### config.mk
export PLATFORM = sky130hd
export DESIGN_NAME = mem_arbiter
export DESIGN_NICKNAME = d
export VERILOG_FILES = /design/src/rtl/cpu_pkg.sv /design/src/rtl/arb_age_counter.sv /design/src/rtl/mem_arbiter.sv
export SDC_FILE = /design/constraint.sdc
export NUM_CORES = 1
export LEC_CHECK = 0
export ABC_AREA = 0
export CELL_PAD_IN_SITES_DETAIL_PLACEMENT = 1
export CELL_PAD_IN_SITES_GLOBAL_PLACEMENT = 1
export CORE_ASPECT_RATIO = 0.9
export CORE_MARGIN = 2
export CORE_UTILIZATION = 31
export CTS_BUF_LIST = sky130_fd_sc_hd__clkbuf_4 sky130_fd_sc_hd__clkbuf_8
export DETAILED_ROUTE_END_ITERATION = 8
export HOLD_SLACK_MARGIN = 0.05
export PLACE_DENSITY_LB_ADDON = 0.1
export SYNTH_ARGS = -nofsm -noshare
export SYNTH_HDL_FRONTEND = slang
export SYNTH_SLANG_ARGS = --single-unit
### constraint.sdc
create_clock -name clk_i -period 2.14 [get_ports clk_i]
set_clock_uncertainty 0.1 [all_clocks]
set_input_delay 0.428 -clock clk_i [delete_from_list [all_inputs] [get_ports clk_i]]
set_output_delay 0.428 -clock clk_i [all_outputs]
set_load 0.01 [all_outputs]
### src/rtl/cpu_pkg.sv
`default_nettype none
// ============================================================================
// Module     : cpu_pkg
// Description: Shared arbiter FSM encodings, port indices and default widths.
// Revision   : 1.0 - initial release
// ============================================================================
package cpu_pkg;

    typedef enum logic [1:0] {
        IDLE  = 2'd0,
        ISSUE = 2'd1,
        RESP  = 2'd2
    } arb_state_t;

    localparam int PORT_CPU  = 0;
    localparam int PORT_PROG = 1;

    localparam int DEF_REGISTER_WIDTH       = 4;
    localparam int DEF_MEMORY_ADDRESS_WIDTH = 4;
    localparam int DEF_MAX_WAIT             = 7;
    localparam int DEF_AGE_BITWIDTH         = 3;

endpackage
`default_nettype wire

### src/rtl/arb_age_counter.sv
`default_nettype none
// ============================================================================
// Module     : arb_age_counter
// Description: Saturating CPU wait counter; clear has priority over increment.
// Revision   : 1.0 - initial release
// ============================================================================
module arb_age_counter
    import cpu_pkg::*;
#(
    parameter int WIDTH    = DEF_AGE_BITWIDTH,
    parameter int MAX_WAIT = DEF_MAX_WAIT
) (
    input  logic clk,
    input  logic rst_n,
    input  logic i_clear,
    input  logic i_incr,
    output logic o_at_max
);

    localparam logic [WIDTH-1:0] c_MAX = WIDTH'(MAX_WAIT);

    logic [WIDTH-1:0] r_count;

    always_ff @(posedge clk or negedge rst_n) begin
        if (!rst_n) begin
            r_count <= '0;
        end else if (i_clear) begin
            r_count <= '0;
        end else if (i_incr && (r_count != c_MAX)) begin
            r_count <= r_count + 1'b1;
        end
    end

    assign o_at_max = (r_count == c_MAX);

endmodule
`default_nettype wire

### src/rtl/mem_arbiter.sv
`default_nettype none
// ============================================================================
// Module     : mem_arbiter
// Description: Two-port (CPU / programmer) arbiter in front of a single-port
//              memory; programmer priority with CPU aging. Optional burst lock
//              enabled by defining MEM_ARB_LOCK_EN.
// Revision   : 1.0 - initial release
// ============================================================================
module mem_arbiter
    import cpu_pkg::*;
#(
    parameter int REGISTER_WIDTH       = DEF_REGISTER_WIDTH,
    parameter int MEMORY_ADDRESS_WIDTH = DEF_MEMORY_ADDRESS_WIDTH,
    parameter int MAX_WAIT             = DEF_MAX_WAIT,
    parameter int AGE_BITWIDTH         = DEF_AGE_BITWIDTH
) (
    input  logic                              clk_i,
    input  logic                              reset_ni,
    input  logic [1:0]                        req_i,
    input  logic [1:0]                        we_i,
    input  logic [2*MEMORY_ADDRESS_WIDTH-1:0] addr_i,
    input  logic [2*REGISTER_WIDTH-1:0]       wdata_i,
    input  logic                              lock_i,
    output logic [1:0]                        gnt_o,
    output logic [1:0]                        rvalid_o,
    output logic [REGISTER_WIDTH-1:0]         rdata_o,
    output logic                              mem_read_en_o,
    output logic                              mem_write_en_o,
    output logic [MEMORY_ADDRESS_WIDTH-1:0]   mem_addr_o,
    output logic [REGISTER_WIDTH-1:0]         mem_wdata_o,
    input  logic [REGISTER_WIDTH-1:0]         mem_rdata_i
);

    localparam int MAW = MEMORY_ADDRESS_WIDTH;
    localparam int RW  = REGISTER_WIDTH;

    arb_state_t        r_state;
    logic              r_owner;
    logic [1:0]        r_gnt;
    logic [1:0]        r_rvalid;
    logic              r_mem_re;
    logic              r_mem_we;
    logic [MAW-1:0]    r_mem_addr;
    logic [RW-1:0]     r_mem_wdata;

    logic              w_lock_active;
    logic              w_age_at_max;
    logic              w_grant_valid;
    logic              w_sel_cpu;
    logic              w_winner;
    logic              w_sel_we;
    logic [MAW-1:0]    w_sel_addr;
    logic [RW-1:0]     w_sel_wdata;
    logic              w_idle;
    logic              w_age_clear;
    logic              w_age_incr;

    // While locked only the programmer can win; the CPU waits even when aged out.
    assign w_idle        = (r_state == IDLE);
    assign w_grant_valid = w_lock_active ? req_i[PORT_PROG] : (|req_i);
    assign w_sel_cpu     = !w_lock_active && req_i[PORT_CPU]
                           && (!req_i[PORT_PROG] || w_age_at_max);
    assign w_winner      = w_sel_cpu ? 1'(PORT_CPU) : 1'(PORT_PROG);
    assign w_sel_we      = w_sel_cpu ? we_i[PORT_CPU] : we_i[PORT_PROG];
    assign w_sel_addr    = w_sel_cpu ? addr_i[0 +: MAW] : addr_i[MAW +: MAW];
    assign w_sel_wdata   = w_sel_cpu ? wdata_i[0 +: RW] : wdata_i[RW +: RW];

    assign w_age_clear = !req_i[PORT_CPU] || (w_idle && w_grant_valid && w_sel_cpu);
    assign w_age_incr  = w_idle && req_i[PORT_CPU] && w_grant_valid && !w_sel_cpu;

    arb_age_counter #(
        .WIDTH    (AGE_BITWIDTH),
        .MAX_WAIT (MAX_WAIT)
    ) u_age (
        .clk      (clk_i),
        .rst_n    (reset_ni),
        .i_clear  (w_age_clear),
        .i_incr   (w_age_incr),
        .o_at_max (w_age_at_max)
    );

`ifdef MEM_ARB_LOCK_EN
    logic r_locked;

    assign w_lock_active = r_locked & lock_i;

    always_ff @(posedge clk_i or negedge reset_ni) begin
        if (!reset_ni) begin
            r_locked <= 1'b0;
        end else if (w_idle) begin
            if (w_grant_valid) begin
                r_locked <= !w_sel_cpu && lock_i;
            end else begin
                r_locked <= r_locked && lock_i;
            end
        end
    end
`else
    logic w_unused_lock;

    assign w_unused_lock = lock_i;
    assign w_lock_active = 1'b0;
`endif

    // Outputs are registered one edge ahead so they line up with ISSUE/RESP.
    always_ff @(posedge clk_i or negedge reset_ni) begin
        if (!reset_ni) begin
            r_state     <= IDLE;
            r_owner     <= 1'b0;
            r_gnt       <= '0;
            r_rvalid    <= '0;
            r_mem_re    <= 1'b0;
            r_mem_we    <= 1'b0;
            r_mem_addr  <= '0;
            r_mem_wdata <= '0;
        end else begin
            r_gnt       <= '0;
            r_rvalid    <= '0;
            r_mem_re    <= 1'b0;
            r_mem_we    <= 1'b0;
            r_mem_addr  <= '0;
            r_mem_wdata <= '0;
            case (r_state)
                IDLE: begin
                    if (w_grant_valid) begin
                        r_owner           <= w_winner;
                        r_gnt[w_winner]   <= 1'b1;
                        r_mem_re          <= !w_sel_we;
                        r_mem_we          <= w_sel_we;
                        r_mem_addr        <= w_sel_addr;
                        r_mem_wdata       <= w_sel_wdata;
                        r_state           <= ISSUE;
                    end
                end
                ISSUE: begin
                    r_rvalid[r_owner] <= r_mem_re;
                    r_state           <= r_mem_re ? RESP : IDLE;
                end
                RESP: begin
                    r_state <= IDLE;
                end
                default: begin
                    r_state <= IDLE;
                end
            endcase
        end
    end

    assign gnt_o          = r_gnt;
    assign rvalid_o       = r_rvalid;
    assign rdata_o        = (|r_rvalid) ? mem_rdata_i : '0;
    assign mem_read_en_o  = r_mem_re;
    assign mem_write_en_o = r_mem_we;
    assign mem_addr_o     = r_mem_addr;
    assign mem_wdata_o    = r_mem_wdata;

endmodule
`default_nettype wire

# Yosys cells after proc, flatten, opt, wreduce, memory -nomap -nowiden

Index checks and enable logic that the tools add are counted.

Register bits after elaboration: 20
Bits of input ports: 27
Output and inout port bits: 18
Word-level logic and storage cells: 64

Add/subtract/negate cells: 1
Magnitude comparators: 4
Equality and inequality tests: 4
Mux-type cells: 25
Bitwise gates (word level): 1
Reductions and logical operators: 20

Operator list:

| kind                  | number |
|---|---|
| $mux W4               | 7 |
| $mux W2               | 5 |
| $logic_and A1 B1 Y1   | 9 |
| $mux W1               | 8 |
| $mux W3               | 2 |
| $logic_not A1 Y1      | 4 |
| $lt A1 B2 Y1 const B  | 2 |
| $pmux W2 S2           | 1 |
| $reduce_or A2 Y1      | 2 |
| $add A3 B1 Y3 const B | 1 |
| $eq A3 B3 Y1 const B  | 1 |
| $ne A3 B3 Y1 const B  | 1 |
| $and A2 B2 Y2         | 1 |
| $demux W1 S1          | 2 |
| $eq A2 B1 Y1 const B  | 1 |
| $ge A1 B1 Y1 const B  | 2 |
| $logic_not A2 Y1      | 1 |
| $logic_or A1 B1 Y1    | 2 |
| $ne A2 B2 Y1 const B  | 1 |
| $reduce_and A2 Y1     | 1 |
| $reduce_bool A2 Y1    | 1 |

# Longest topological paths before layout

Depth after elaboration: 10
Mapped depth: 6
Mapped depth without buffers: 5

# Cells and area by module

A second synthesis with hierarchy kept.

Cells, all modules: 84
Area, all modules: 890.9 sq um

By module, submodules not included:

| module          | times used | cells an instance | area an instance (sq um) | seq. area each (sq um) |
|---|---|---|---|---|
| mem_arbiter     | 1          | 69                | 706.9                    | 425.4 |
| arb_age_counter | 1          | 15                | 183.9                    | 75.1 |

# Worst setup path before layout

Ideal clock, no wire load.

Path type: reg2reg
Start: register u_age.r_count[0]
End: register r_mem_re (netlist: mem_read_en_o)
Setup time: 0.067 ns
Data arrival time: 1.328 ns
Required time: 1.973 ns
Setup slack: 0.645 ns
Stages on the path, launching flop included: 7
Buffers on the path: 1
Period minus slack after synthesis: 1.495 ns
Path through: dfrtp_1 > ha_1 > ha_1 > and2b_4 > buf_6 > nand3b_4 > and3b_1

Cells in the longest elaborated chain, start to end: 7

Ends and longest elaborated chain:

| item                   | RTL line              | source |
|---|---|---|
| start, declared        | arb_age_counter.sv:22 | `logic [WIDTH-1:0] r_count;` |
| start signal, assigned | arb_age_counter.sv:30 | `r_count <= r_count + 1'b1;` |
| $eq A3 B3 Y1           | arb_age_counter.sv:34 | `assign o_at_max = (r_count == c_MAX);` |
| $logic_or A1 B1 Y1     | mem_arbiter.sv:62     | `&& (!req_i[PORT_PROG] \|\| w_age_at_max);` |
| $logic_and A1 B1 Y1    | mem_arbiter.sv:62     |  |
| $mux W1                | mem_arbiter.sv:64     | `assign w_sel_we = w_sel_cpu ? we_i[PORT_CPU] : we_i[PORT_PROG];` |
| $logic_not A1 Y1       | mem_arbiter.sv:128    | `r_mem_re <= !w_sel_we;` |
| $mux W1                | mem_arbiter.sv:125    | `if (w_grant_valid) begin` |
| $mux W1                | mem_arbiter.sv:123    | `case (r_state)` |
| end signal, assigned   | mem_arbiter.sv:128    |  |
| end, declared          | mem_arbiter.sv:41     | `logic r_mem_re;` |

Every way passes these cells.
A chain may end at the register's enable or synchronous reset.

# Worst setup path after layout

Start: input port mem_rdata_i[1]
End: output port rdata_o[1]

Cells in the longest elaborated chain, start to end: 1

Ends and longest elaborated chain:

| item            | RTL line           | source |
|---|---|---|
| start, declared | mem_arbiter.sv:31  | `input logic [REGISTER_WIDTH-1:0] mem_rdata_i` |
| $mux W4         | mem_arbiter.sv:151 | `assign rdata_o = (\|r_rvalid) ? mem_rdata_i : '0;` |
| end, declared   | mem_arbiter.sv:26  | `output logic [REGISTER_WIDTH-1:0] rdata_o,` |

Every way passes these cells.

==> results.yml <==
outcome:
  status: "finished, final reports clean"
setup_path:
  rr_startpoint: "u_age.r_count[0]$_DFFE_PN0P_"
  critPathBufInv: 2
  r2r_cells: 5
  endpoint_kind: "primary output"
  critPathMaxFanout: 1
  cp-start-kind: "input port"
  r2r-end: "mem_read_en_o$_DFF_PN0_"
  critical_path_class: "input port to primary output"
  slowest_delay_ns: 0.55
  r2r_slack_ns: 0.40
  slowest_stage: "clkdlybuf4s50_1"
  cp_common_cell: "clkdlybuf4s50_1"
  crit_family: "buffers and inverters"
  cp_cell_sequence: "clkdlybuf4s50_1, nor2b_1, clkdlybuf4s50_1"
  worstPathArrival_ns: 1.55
  required_ns: 1.61
cells_and_area:
  final_cell_mix: "clkdlybuf4s50_1 (43), dfrtp_1 (20), o21ai_1 (9)"
  antenna_cells: 0
  drive_above_1_share_pct: 16.4
  area_delta_synth_final_pct: 53.7
  final_nets: 158
  final_common_cell: "clkdlybuf4s50_1"
  fill_cells: 346
  multiInputGateArea_um2: 398
  seq_area_um2: 500
  fin_cells: 170
  finish.instance_area_mm2: 0.00146
yosys:
  syn_area_per_cell_um2: 11.5
  ys_types: 25
  synthCells: 83
  synth_nets: 112
  ys_warn_count: 0
  ys_ff_latch: 20
  synth_seq_area_share_pct: 52.6
  synth_top_area_share_pct: 52.6
  yosys-top-cells-area: "dfrtp_1 (53%), a21oi_2 (7.4%), nand3b_1 (6.3%)"
  syn_area_um2: 952
  synth.largest_area_cell: "dfrtp_1"
timing:
  whs_ns: 0.354
  rsz0062_at_grt: "false"
  timing.fmax_mhz: 481
  fin_crit_sh_pct: 97.2
  min_period_ns: 2.08
  relSlewSlack_pct: 77.6
  tightestPinTransition_ns: 0.336
  setup_tns_ns: 0
  hold_viol: 0
  final-setup-viol-count: 0
  slew_viol_final: 0
place:
  gp_congestion: 0.688
  postPlaceCellArea_mm2: 0.00141
  port_buffers: 43
  dp_cells: 166
  dp_hpwl_mm: 1.64
job:
  cap_violations: 0
clock_tree:
  clk_root_buffer_cell: "clkbuf_4"
  cts_tree: "done"
  postCtsResizedCells: 0
  clkTransAtPathRegs_ns: 0.13
  cts_max_path_buffers: 2
  cts_buffers: 3
  cts_setup_buffers: 0
  clock_latency_ns: 0.31
  clock-sinks: 20
  ctsHoldBuffers: 0
  htreeDepth: 1
die:
  coreArea_mm2: 0.00300
  dieWidth_um: 62.4
  dieArea_mm2: 0.00353
  ioPinCount: 45
  dieHeight_um: 56.6
  rows: 19
  start_util_pct: 31.8
global_route:
  grt_usage_pct: 13.7
  grt_pass1_vias: 796
  grt_max_degree: 23
  grt-ovfl-total: 0
  grt_pass1_wl_mm: 3.74
  grt_antenna_before_repair: 0
drt:
  wirelength_mm: 2.24
  drtAntennaViolNets: 0
  post_drt_wl_per_cell_um: 13.2
  drtIter0Drc: 17
  drc: 0
  viasPerCell: 4.61
  drt_pass1_iterations: 2
  num_vias: 784
power:
  power_density_mw_per_mm2: 760
  leakagePower_nw: 0.605
  vdd_ir_drop_max_uv: 302
  power_mw: 1.11
hold_path:
  hp-class: "input port to async pin"
-- cell families after synthesis --
kind of cell             count (synthesis)  share of synthesized area [%]
AO/OA/AOI/OAI                           28                           18.8
AND/OR/NAND/NOR                         25                           18.8
flip-flops                              20                           52.6
buffers and inverters                    7                           5.65
adder cells (fa/ha/maj)                  2                           2.63
multiplexers                             1                           1.58
-- how the worst max path moves through the flow --
stage / cells past startpoint / to / from / slack (ns)
after detailed placement: 3 / rdata_o[1] / mem_rdata_i[1] / 0.05
after floorplan: 6 / mem_read_en_o$_DFF_PN0_ / u_age.r_count[0]$_DFFE_PN0P_ / 0.64
after global placement: 3 / rdata_o[0] / mem_rdata_i[0] / 0.07
final: 3 / rdata_o[1] / mem_rdata_i[1] / 0.06
after CTS: 3 / rdata_o[1] / mem_rdata_i[1] / 0.04
after global routing: 3 / rdata_o[0] / mem_rdata_i[0] / 0.004
-- report_power, final --
part	total [mW]	switching [mW]	internal, mW
Sequential	0.473	0.0377	0.436
Clock	0.316	0.127	0.189
Combinational	0.323	0.140	0.184
-- sequential cells by signal, indices dropped and copies added, names as in the netlist --
name,count
rvalid_o,2
r_owner,1
mem_wdata_o,4
mem_write_en_o,1
gnt_o,2
u_age.r_count,3
mem_read_en_o,1
r_state,2
mem_addr_o,4
-- metal layers --
metal  track usage, %  share of wire (%)  up-vias
li1                 -                  -      380
met1             16.5                 45      372
met2             23.0                 48       28
met3             3.41                5.9        4
met4             6.67                1.8        0
met5                0                  0        -
-- layout make-up --
class	instances	share of cell area [%]
Clock buffer	3	1.54
Clock inverter	1	2.05
Inverter	2	0.513
Multi-Input combinational cell	56	27.2
Sequential cell	20	34.2
Tap cell	42	3.59
Timing Repair Buffer	46	30.9
-- cells in the mapped netlist --
master    count
dfrtp_1      20
o21ai_1       9
a21oi_2       8
nand3b_1      8
nor2b_1       5
a21oi_1       4
o21ai_0       4
buf_6         3
nor2_1        3
ha_1          2
nor3_1        2
o211ai_1      2
and2_1        1
and2b_4       1
and3b_1       1
buf_2         1
buf_4         1
inv_1         1
inv_2         1
mux2_4        1
nand2_1       1
nand2b_1      1
nand3b_4      1
nor2_4        1
o21ai_2       1
-- metrics by stage --
step	utilization, %	setup slack (ns)
final	48.9	0.0592
after global routing	48.9	0.00361
after CTS	48.9	0.0434
after detailed placement	47.1	0.0495
after global placement	47.1	0.0721
after floorplan	-	0.645
No activity file was read; power rests on OpenSTA's default activity.
